$ cat config.mk
export PLATFORM = sky130hd
export DESIGN_NAME = regfile_access_ctrl
export DESIGN_NICKNAME = d
export VERILOG_FILES = /design/src/rtl/regfile_ctrl_pkg.sv /design/src/rtl/regfile_access_ctrl_arb.sv /design/src/rtl/regfile_access_ctrl.sv
export SDC_FILE = /design/constraint.sdc
export NUM_CORES = 1
export LEC_CHECK = 0
export CAP_MARGIN = 20
export CORE_ASPECT_RATIO = 0.5
export CORE_MARGIN = 3
export CORE_UTILIZATION = 29
export CTS_CLUSTER_DIAMETER = 100
export CTS_CLUSTER_SIZE = 20
export DETAILED_ROUTE_END_ITERATION = 16
export HOLD_SLACK_MARGIN = 0.03
export SETUP_SLACK_MARGIN = 0.1
export SYNTH_ARGS = -nofsm -noshare
export SYNTH_HDL_FRONTEND = slang
export SYNTH_SLANG_ARGS = --single-unit
export TNS_END_PERCENT = 10
$ cat constraint.sdc
create_clock -name clk -period 5.1 [get_ports clk]
set_clock_uncertainty 0.05 [all_clocks]
set_input_delay 1.02 -clock clk [delete_from_list [all_inputs] [get_ports clk]]
set_output_delay 1.02 -clock clk [all_outputs]
set_load 0.01 [all_outputs]
$ cat src/rtl/regfile_ctrl_pkg.sv
// Shared types and defaults for the register-file access controller.
package regfile_ctrl_pkg;

  localparam int unsigned DATA_W_DEF = 32;
  localparam int unsigned ADDR_W_DEF = 5;

  typedef enum logic [1:0] {
    IDLE  = 2'd0,
    READ  = 2'd1,
    WRITE = 2'd2,
    RESP  = 2'd3
  } state_e;

  localparam logic REQ_CORE = 1'b0;
  localparam logic REQ_DBG  = 1'b1;

endpackage

$ cat src/rtl/regfile_access_ctrl_arb.sv
// Two-way round-robin grant: the requester that did not win last time takes a tie.
module rr_arbiter_2 (
  input  logic [1:0] req_valid,
  input  logic       last_grant,
  output logic [1:0] grant_c
);

  always_comb begin
    grant_c    = '0;
    grant_c[0] = req_valid[0] & (~req_valid[1] | last_grant);
    grant_c[1] = req_valid[1] & (~req_valid[0] | ~last_grant);
  end

endmodule

$ cat src/rtl/regfile_access_ctrl.sv
// Multicycle read/write sequencer with 2-way arbitration in front of the register file.
// Operands are captured before the write commits, so rs/rt always return pre-write values.
module regfile_access_ctrl
  import regfile_ctrl_pkg::*;
#(
  parameter int unsigned DATA_W  = DATA_W_DEF,
  parameter int unsigned ADDR_W  = ADDR_W_DEF,
  parameter int unsigned RD_WAIT = 1,
  parameter int unsigned ZERO_RO = 1
) (
  input  logic                  clk,
  input  logic                  rst_n,
  input  logic [1:0]            req_valid,
  output logic [1:0]            req_ready,
  input  logic [2*ADDR_W-1:0]   req_rs,
  input  logic [2*ADDR_W-1:0]   req_rt,
  input  logic [2*ADDR_W-1:0]   req_rd,
  input  logic [1:0]            req_we,
  input  logic [2*DATA_W-1:0]   req_wdata,
  output logic                  rsp_valid,
  input  logic                  rsp_ready,
  output logic                  rsp_id,
  output logic [DATA_W-1:0]     rsp_rdata_a,
  output logic [DATA_W-1:0]     rsp_rdata_b,
  output logic [ADDR_W-1:0]     rf_rs,
  output logic [ADDR_W-1:0]     rf_rt,
  output logic [ADDR_W-1:0]     rf_rd,
  output logic                  rf_we,
  output logic [DATA_W-1:0]     rf_wdata,
  input  logic [DATA_W-1:0]     rf_rdata_a,
  input  logic [DATA_W-1:0]     rf_rdata_b,
  output logic                  busy
);

  localparam int unsigned CNT_W = (RD_WAIT > 1) ? $clog2(RD_WAIT) : 1;
  localparam logic [CNT_W-1:0] CNT_LAST = CNT_W'(RD_WAIT - 1);

  state_e              state_q, state_d;
  logic                last_grant_q;
  logic [1:0]          grant_c;
  logic                accept_c, read_last_c, sel_c, sel_we_eff_c;
  logic [ADDR_W-1:0]   sel_rs_c, sel_rt_c, sel_rd_c;
  logic [DATA_W-1:0]   sel_wdata_c;
  logic [CNT_W-1:0]    cnt_q;
  logic                lat_we_q, lat_id_q;
  logic [ADDR_W-1:0]   lat_rs_q, lat_rt_q, lat_rd_q;
  logic [DATA_W-1:0]   lat_wdata_q, opa_q, opb_q;

  rr_arbiter_2 u_arb (
    .req_valid  (req_valid),
    .last_grant (last_grant_q),
    .grant_c    (grant_c)
  );

  // Request fields of the requester currently being granted
  always_comb begin
    sel_c        = grant_c[REQ_DBG];
    sel_rs_c     = sel_c ? req_rs[2*ADDR_W-1:ADDR_W]    : req_rs[ADDR_W-1:0];
    sel_rt_c     = sel_c ? req_rt[2*ADDR_W-1:ADDR_W]    : req_rt[ADDR_W-1:0];
    sel_rd_c     = sel_c ? req_rd[2*ADDR_W-1:ADDR_W]    : req_rd[ADDR_W-1:0];
    sel_wdata_c  = sel_c ? req_wdata[2*DATA_W-1:DATA_W] : req_wdata[DATA_W-1:0];
    sel_we_eff_c = req_we[sel_c] && !((ZERO_RO != 0) && (sel_rd_c == '0));
    accept_c     = (state_q == IDLE) && (grant_c != 2'b00);
    read_last_c  = (state_q == READ) && (cnt_q == CNT_LAST);
  end

  always_ff @(posedge clk or negedge rst_n) begin
    if (!rst_n) state_q <= IDLE;
    else        state_q <= state_d;
  end

  always_comb begin
    state_d = state_q;
    case (state_q)
      IDLE:    if (accept_c)    state_d = READ;
      READ:    if (read_last_c) state_d = lat_we_q ? WRITE : RESP;
      WRITE:                    state_d = RESP;
      RESP:    if (rsp_ready)   state_d = IDLE;
      default:                  state_d = IDLE;
    endcase
  end

  always_comb begin
    req_ready = '0;
    rf_we     = 1'b0;
    rsp_valid = 1'b0;
    busy      = 1'b1;
    case (state_q)
      IDLE: begin
        req_ready = grant_c;
        busy      = 1'b0;
      end
      WRITE:   rf_we     = 1'b1;
      RESP:    rsp_valid = 1'b1;
      default: ;
    endcase
  end

  // Request latch, wait counter, operand capture and round-robin history
  always_ff @(posedge clk or negedge rst_n) begin
    if (!rst_n) begin
      last_grant_q <= 1'b1;
      cnt_q        <= '0;
      lat_we_q     <= 1'b0;
      lat_id_q     <= REQ_CORE;
      lat_rs_q     <= '0;
      lat_rt_q     <= '0;
      lat_rd_q     <= '0;
      lat_wdata_q  <= '0;
      opa_q        <= '0;
      opb_q        <= '0;
    end else begin
      if (accept_c) begin
        cnt_q       <= '0;
        lat_we_q    <= sel_we_eff_c;
        lat_id_q    <= sel_c ? REQ_DBG : REQ_CORE;
        lat_rs_q    <= sel_rs_c;
        lat_rt_q    <= sel_rt_c;
        lat_rd_q    <= sel_rd_c;
        lat_wdata_q <= sel_wdata_c;
      end
      if (state_q == READ) cnt_q <= cnt_q + CNT_W'(1);
      if (read_last_c) begin
        opa_q <= rf_rdata_a;
        opb_q <= rf_rdata_b;
      end
      if ((state_q == RESP) && rsp_ready) last_grant_q <= lat_id_q;
    end
  end

  assign rf_rs       = lat_rs_q;
  assign rf_rt       = lat_rt_q;
  assign rf_rd       = lat_rd_q;
  assign rf_wdata    = lat_wdata_q;
  assign rsp_id      = lat_id_q;
  assign rsp_rdata_a = opa_q;
  assign rsp_rdata_b = opb_q;

endmodule
# ---- Word-level counts from Yosys, hierarchy flattened
# Index checks and enable logic that the tools add are counted.
dict set report classes {
  addsub 1
  magnitude_cmp 1
  n_eq_ne 6
  mux 18
  n_bitwise 8
  reduce_logical 10
}
# operator n
set op_table {}
lappend op_table {{2-to-1 mux 32 bit} 1}
lappend op_table {{2-to-1 mux 5 bit} 3}
lappend op_table {{2-to-1 mux 1 bit} 9}
lappend op_table {{2-to-1 mux 2 bit} 4}
lappend op_table {{case mux 2 bit (4 select lines)} 1}
lappend op_table {{inequality test 2 bit (second input constant)} 3}
lappend op_table {{zero test 5 bit} 1}
lappend op_table {{equality test 2 bit (second input constant)} 2}
lappend op_table {{logical AND 1 bit} 4}
lappend op_table {{inverter 1 bit} 4}
lappend op_table {{nonzero test 2 bit} 2}
lappend op_table {{AND reduction 3 bit} 1}
lappend op_table {{AND 1 bit} 2}
lappend op_table {{equality test 2 x 1 -> 1 bit (second input constant)} 1}
lappend op_table {{zero test 2 bit} 1}
lappend op_table {{less-than comparator 1 x 2 -> 1 bit (second input constant)} 1}
lappend op_table {{bitwise OR 1 bit} 2}
lappend op_table {{adder 1 bit (second input constant)} 1}
lappend op_table {{zero test 1 bit} 1}
dict set report word_totals {
  register_bits 117
  wordCells 55
}

# ---- Longest topological paths before layout
dict set report logic_depth {
  word_depth 7
  depth_mapped 7
  mapped_depth_nobuf 6
}

# ---- Modules after synthesis
# Synthesis repeated with hierarchy kept, for this count alone.
dict set report unflattened {
  hier_cells 384
  hier_area_um2 5007.3
}
# module n_inst cells_each area_each_um2 seq_area_each_um2
set by_module_without_submodules {}
lappend by_module_without_submodules {regfile_access_ctrl 1 381 4988.5 2929.1}
lappend by_module_without_submodules {rr_arbiter_2 1 3 18.8 0.0}

# ---- Worst setup path after synthesis
# Ideal clock, no wire load.
dict set report synth_path {
  path_type {input -> output}
  start {in req_valid[1]}
  end {out req_ready[1]}
  t_arrival_ps 1623
  t_required_ps 4030
  slack_ps 2407
  cell_stages 4
  path_buffers 2
  cell_sequence {a21boi_2 > buf_6 > buf_6 > and2_1}
}
dict set report synth_via {
  elab_chain_cells 2
}
# item line_no
set synth_lines {}
lappend synth_lines {{start, declared} regfile_access_ctrl.sv:13} ;# input logic [1:0] req_valid,
lappend synth_lines {{AND 1 bit} regfile_access_ctrl_arb.sv:11} ;# grant_c[1] = req_valid[1] & (~req_valid[0] | ~last_grant);
lappend synth_lines {{2-to-1 mux 2 bit} regfile_access_ctrl.sv:88} ;# case (state_q)
lappend synth_lines {{end, declared} regfile_access_ctrl.sv:14} ;# output logic [1:0] req_ready,
# No other way between the ends.

# ---- Final worst setup path
# Same ends and word-level chain as after synthesis.

==> results.toml <==
[status]
outcome = "finished, final reports clean"

[synthesis]
synth_area_um2 = 4940
yosys-top-cells-area = "dfrtp_1, mux2_2, mux2i_1"
postSynthAreaPerCell_um2 = 12.9
ys_ff_latch = 117
yosysSeqAreaShare = 0.592
syn_nets = 551
yosysWarnings = 0
yosysUniqueCellTypes = 29
synth.top_cell.area_share = 0.587
synth_cells = 382
synth_top_cell_by_area = "dfrtp_1"

[grt]
met1_usage = 0.182
use_met2 = 0.290
busiest_layer = "met2"
grt_usage = 0.157
antenna_found_initial = 0
grt_start_max_net_pins = 97
grt_pass1_vias = 4193
grt_pass1_wl_um = 23200
overflow = 0
grtUsageMet3 = 0.0337

[power_and_ir_drop]
pwr-share-clk = 0.244
switching_share = 0.307
p_int_mw = 3.64
switching_power_mw = 1.61
p_per_area_nw_per_um2 = 611
combPwrFrac = 0.443
peakVddDrop_uv = 296
leakagePower_nw = 3.61
seqPwrFrac = 0.313

[drt]
first_iter_violations = 119
drt-pass1-iter-count = 4
drc = 0
ant_nets = 0
avgViaCountPerCell = 4.35
wl_per_cell_um = 16.4
wirelength_um = 14800
vias = 3924

[timing]
rsz0062_at_grt = "no"
finalSetupViolCount = 0
drv_slew = 0
fmax_ghz = 0.279
setup_tns_ps = 0
hold_violations = 0
worstMarginPinSlew_ps = 1020
max-slew-margin-rel = 0.317
min_period_ps = 3580
min_period_over_period = 0.703

[clock_tree]
clkSinkCount = 117
cts_buffers = 17
insertion_delay_ps = 390
holdBufCountCts = 0
clockBufferDepth = 2
post_cts_buffers = 0
clk_pin_slew_ps = 50
h-tree-depth = 4
clockRootBuffer = "clkbuf_16"
cts_resized = 0
cts_tree = "done"

[cells_and_area]
layout.cells.non_filler = 903
syn2layout_area_growth_pct = 73.5
layout_commonest_cell = "clkdlybuf4s50_1"
layout.nets = 833
n_fill_cell = 1487
layout-drive-gt1-share = 0.155
layout_common_cells = "clkdlybuf4s50_1, dfrtp_1, mux2_2"
antenna_cells = 0

[critical_path]
cp_max_fo = 4
crit_path_end_kind = "output port"
cp.arrival_ps = 2510
crit_type = "in2out"
cp.required_ps = 4030
start_kind = "primary input"

[worst_hold_path]
hp-class = "reg2reg"

[place]
io_buffer_count = 281
dpl.hpwl_um = 11100
gp_congestion = 0.747
place_inst = 872

[floorplan]
die-height_um = 98.3
die_w_um = 191
fp.dieArea_um2 = 18700
ios = 282
row_count = 33
coreArea_um2 = 16500
start_util = 0.299

[job]
max-cap-violations = 0
-- power by group through the flow --
stage               Sequential [mW]  Clock [mW]  Combinational (mW)
global placement               1.64           0                2.35
global route                   1.71        1.36                2.51
floorplan                      1.86           0               0.877
finish                         1.64        1.28                2.32
CTS                            1.65        1.32                2.37
detailed placement             1.66           0                2.36
-- per-layer routing --
layer | share of wire | wire (µm)
met1 | 0.39 | 5840
met2 | 0.54 | 8050
met3 | 0.048 | 713
met4 | 0.015 | 224
met5 | 0 | 0
-- final cells by class --
cell class / count / area, µm² / area share
sequential: 117 / 2930 / 0.342
inverter: 5 / 18.8 / 0.00219
timing repair buffer: 286 / 2850 / 0.332
multi-input combinational: 237 / 1860 / 0.217
clock inverter: 8 / 146 / 0.0171
tap: 227 / 284 / 0.0331
clock buffer: 23 / 488 / 0.0569
-- flip-flops by register name, summed over array words and instances, names as in the netlist --
| name | flops |
|---|---|
| rf_wdata | 32 |
| rsp_rdata_a | 32 |
| rsp_rdata_b | 32 |
| rf_rd | 5 |
| rf_rs | 5 |
| rf_rt | 5 |
| state_q | 2 |
| cnt_q | 1 |
| last_grant_q | 1 |
| lat_we_q | 1 |
| rsp_id | 1 |
-- metrics by stage --
stage / hold slack [ps] / instance area (µm²) / power (mW) / util / worst slack, ps
2_1_floorplan: 413 / 4940 / 2.73 / - / 2410
3_3_place_gp: 411 / 7940 / 3.98 / 0.481 / 1540
3_5_place_dp: 420 / 7940 / 4.02 / 0.481 / 1520
4_1_cts: 431 / 8580 / 5.33 / 0.519 / 1510
5_1_grt: 448 / 8580 / 5.57 / 0.519 / 1420
6_report: 427 / 8580 / 5.24 / 0.519 / 1520
-- worst max-delay path, stage by stage --
cell and delay, ps:
clkdlybuf4s50_1 590, a21boi_4 210, and2_1 150, clkdlybuf4s50_1 540
-- kinds of logic (layout without fill, tap and decap cells) --
kind of cell / Yosys count / after routing / share of synthesized area
AO/OA/AOI/OAI: 60 / 60 / 0.0681
adder cells (fa/ha/maj): 4 / 4 / 0.0101
buffers and inverters: 28 / 322 / 0.0354
flip-flops: 117 / 117 / 0.592
multiplexers: 111 / 111 / 0.241
AND/OR/NAND/NOR: 62 / 62 / 0.0531
-- cell usage after synthesis, drive strengths merged --
cell type,instances
a21boi,1
a21o,1
a31oi,2
a32o,2
and2,1
and3,1
buf,14
clkbuf,9
dfrtp,116
dfstp,1
ha,4
inv,5
mux2,64
mux2i,47
nand2,51
nand2b,2
nor2,2
nor2b,2
nor3,2
o21ai,51
o21bai,1
o22a,1
o311a,1
or4,1
-- final timing paths --
kind	start	to	slack, ps	depth (start not counted)
worst max-delay path	req_valid[1]	req_ready[1]	1520	4
worst min-delay path	rf_wdata[14]$_DFFE_PN0P_	rf_wdata[14]$_DFFE_PN0P_	430	2
worst max register to register	state_q[1]$_DFFE_PN0P_	rsp_rdata_b[18]$_DFFE_PN0P_	2430	5
worst min register to register	rf_wdata[14]$_DFFE_PN0P_	rf_wdata[14]$_DFFE_PN0P_	430	2
max in group asynchronous	rst_n	rf_wdata[8]$_DFFE_PN0P_	3440	2
min in group asynchronous	rst_n	rsp_rdata_a[1]$_DFFE_PN0P_	480	1
Note: power is estimated with default switching activity, not from simulation.
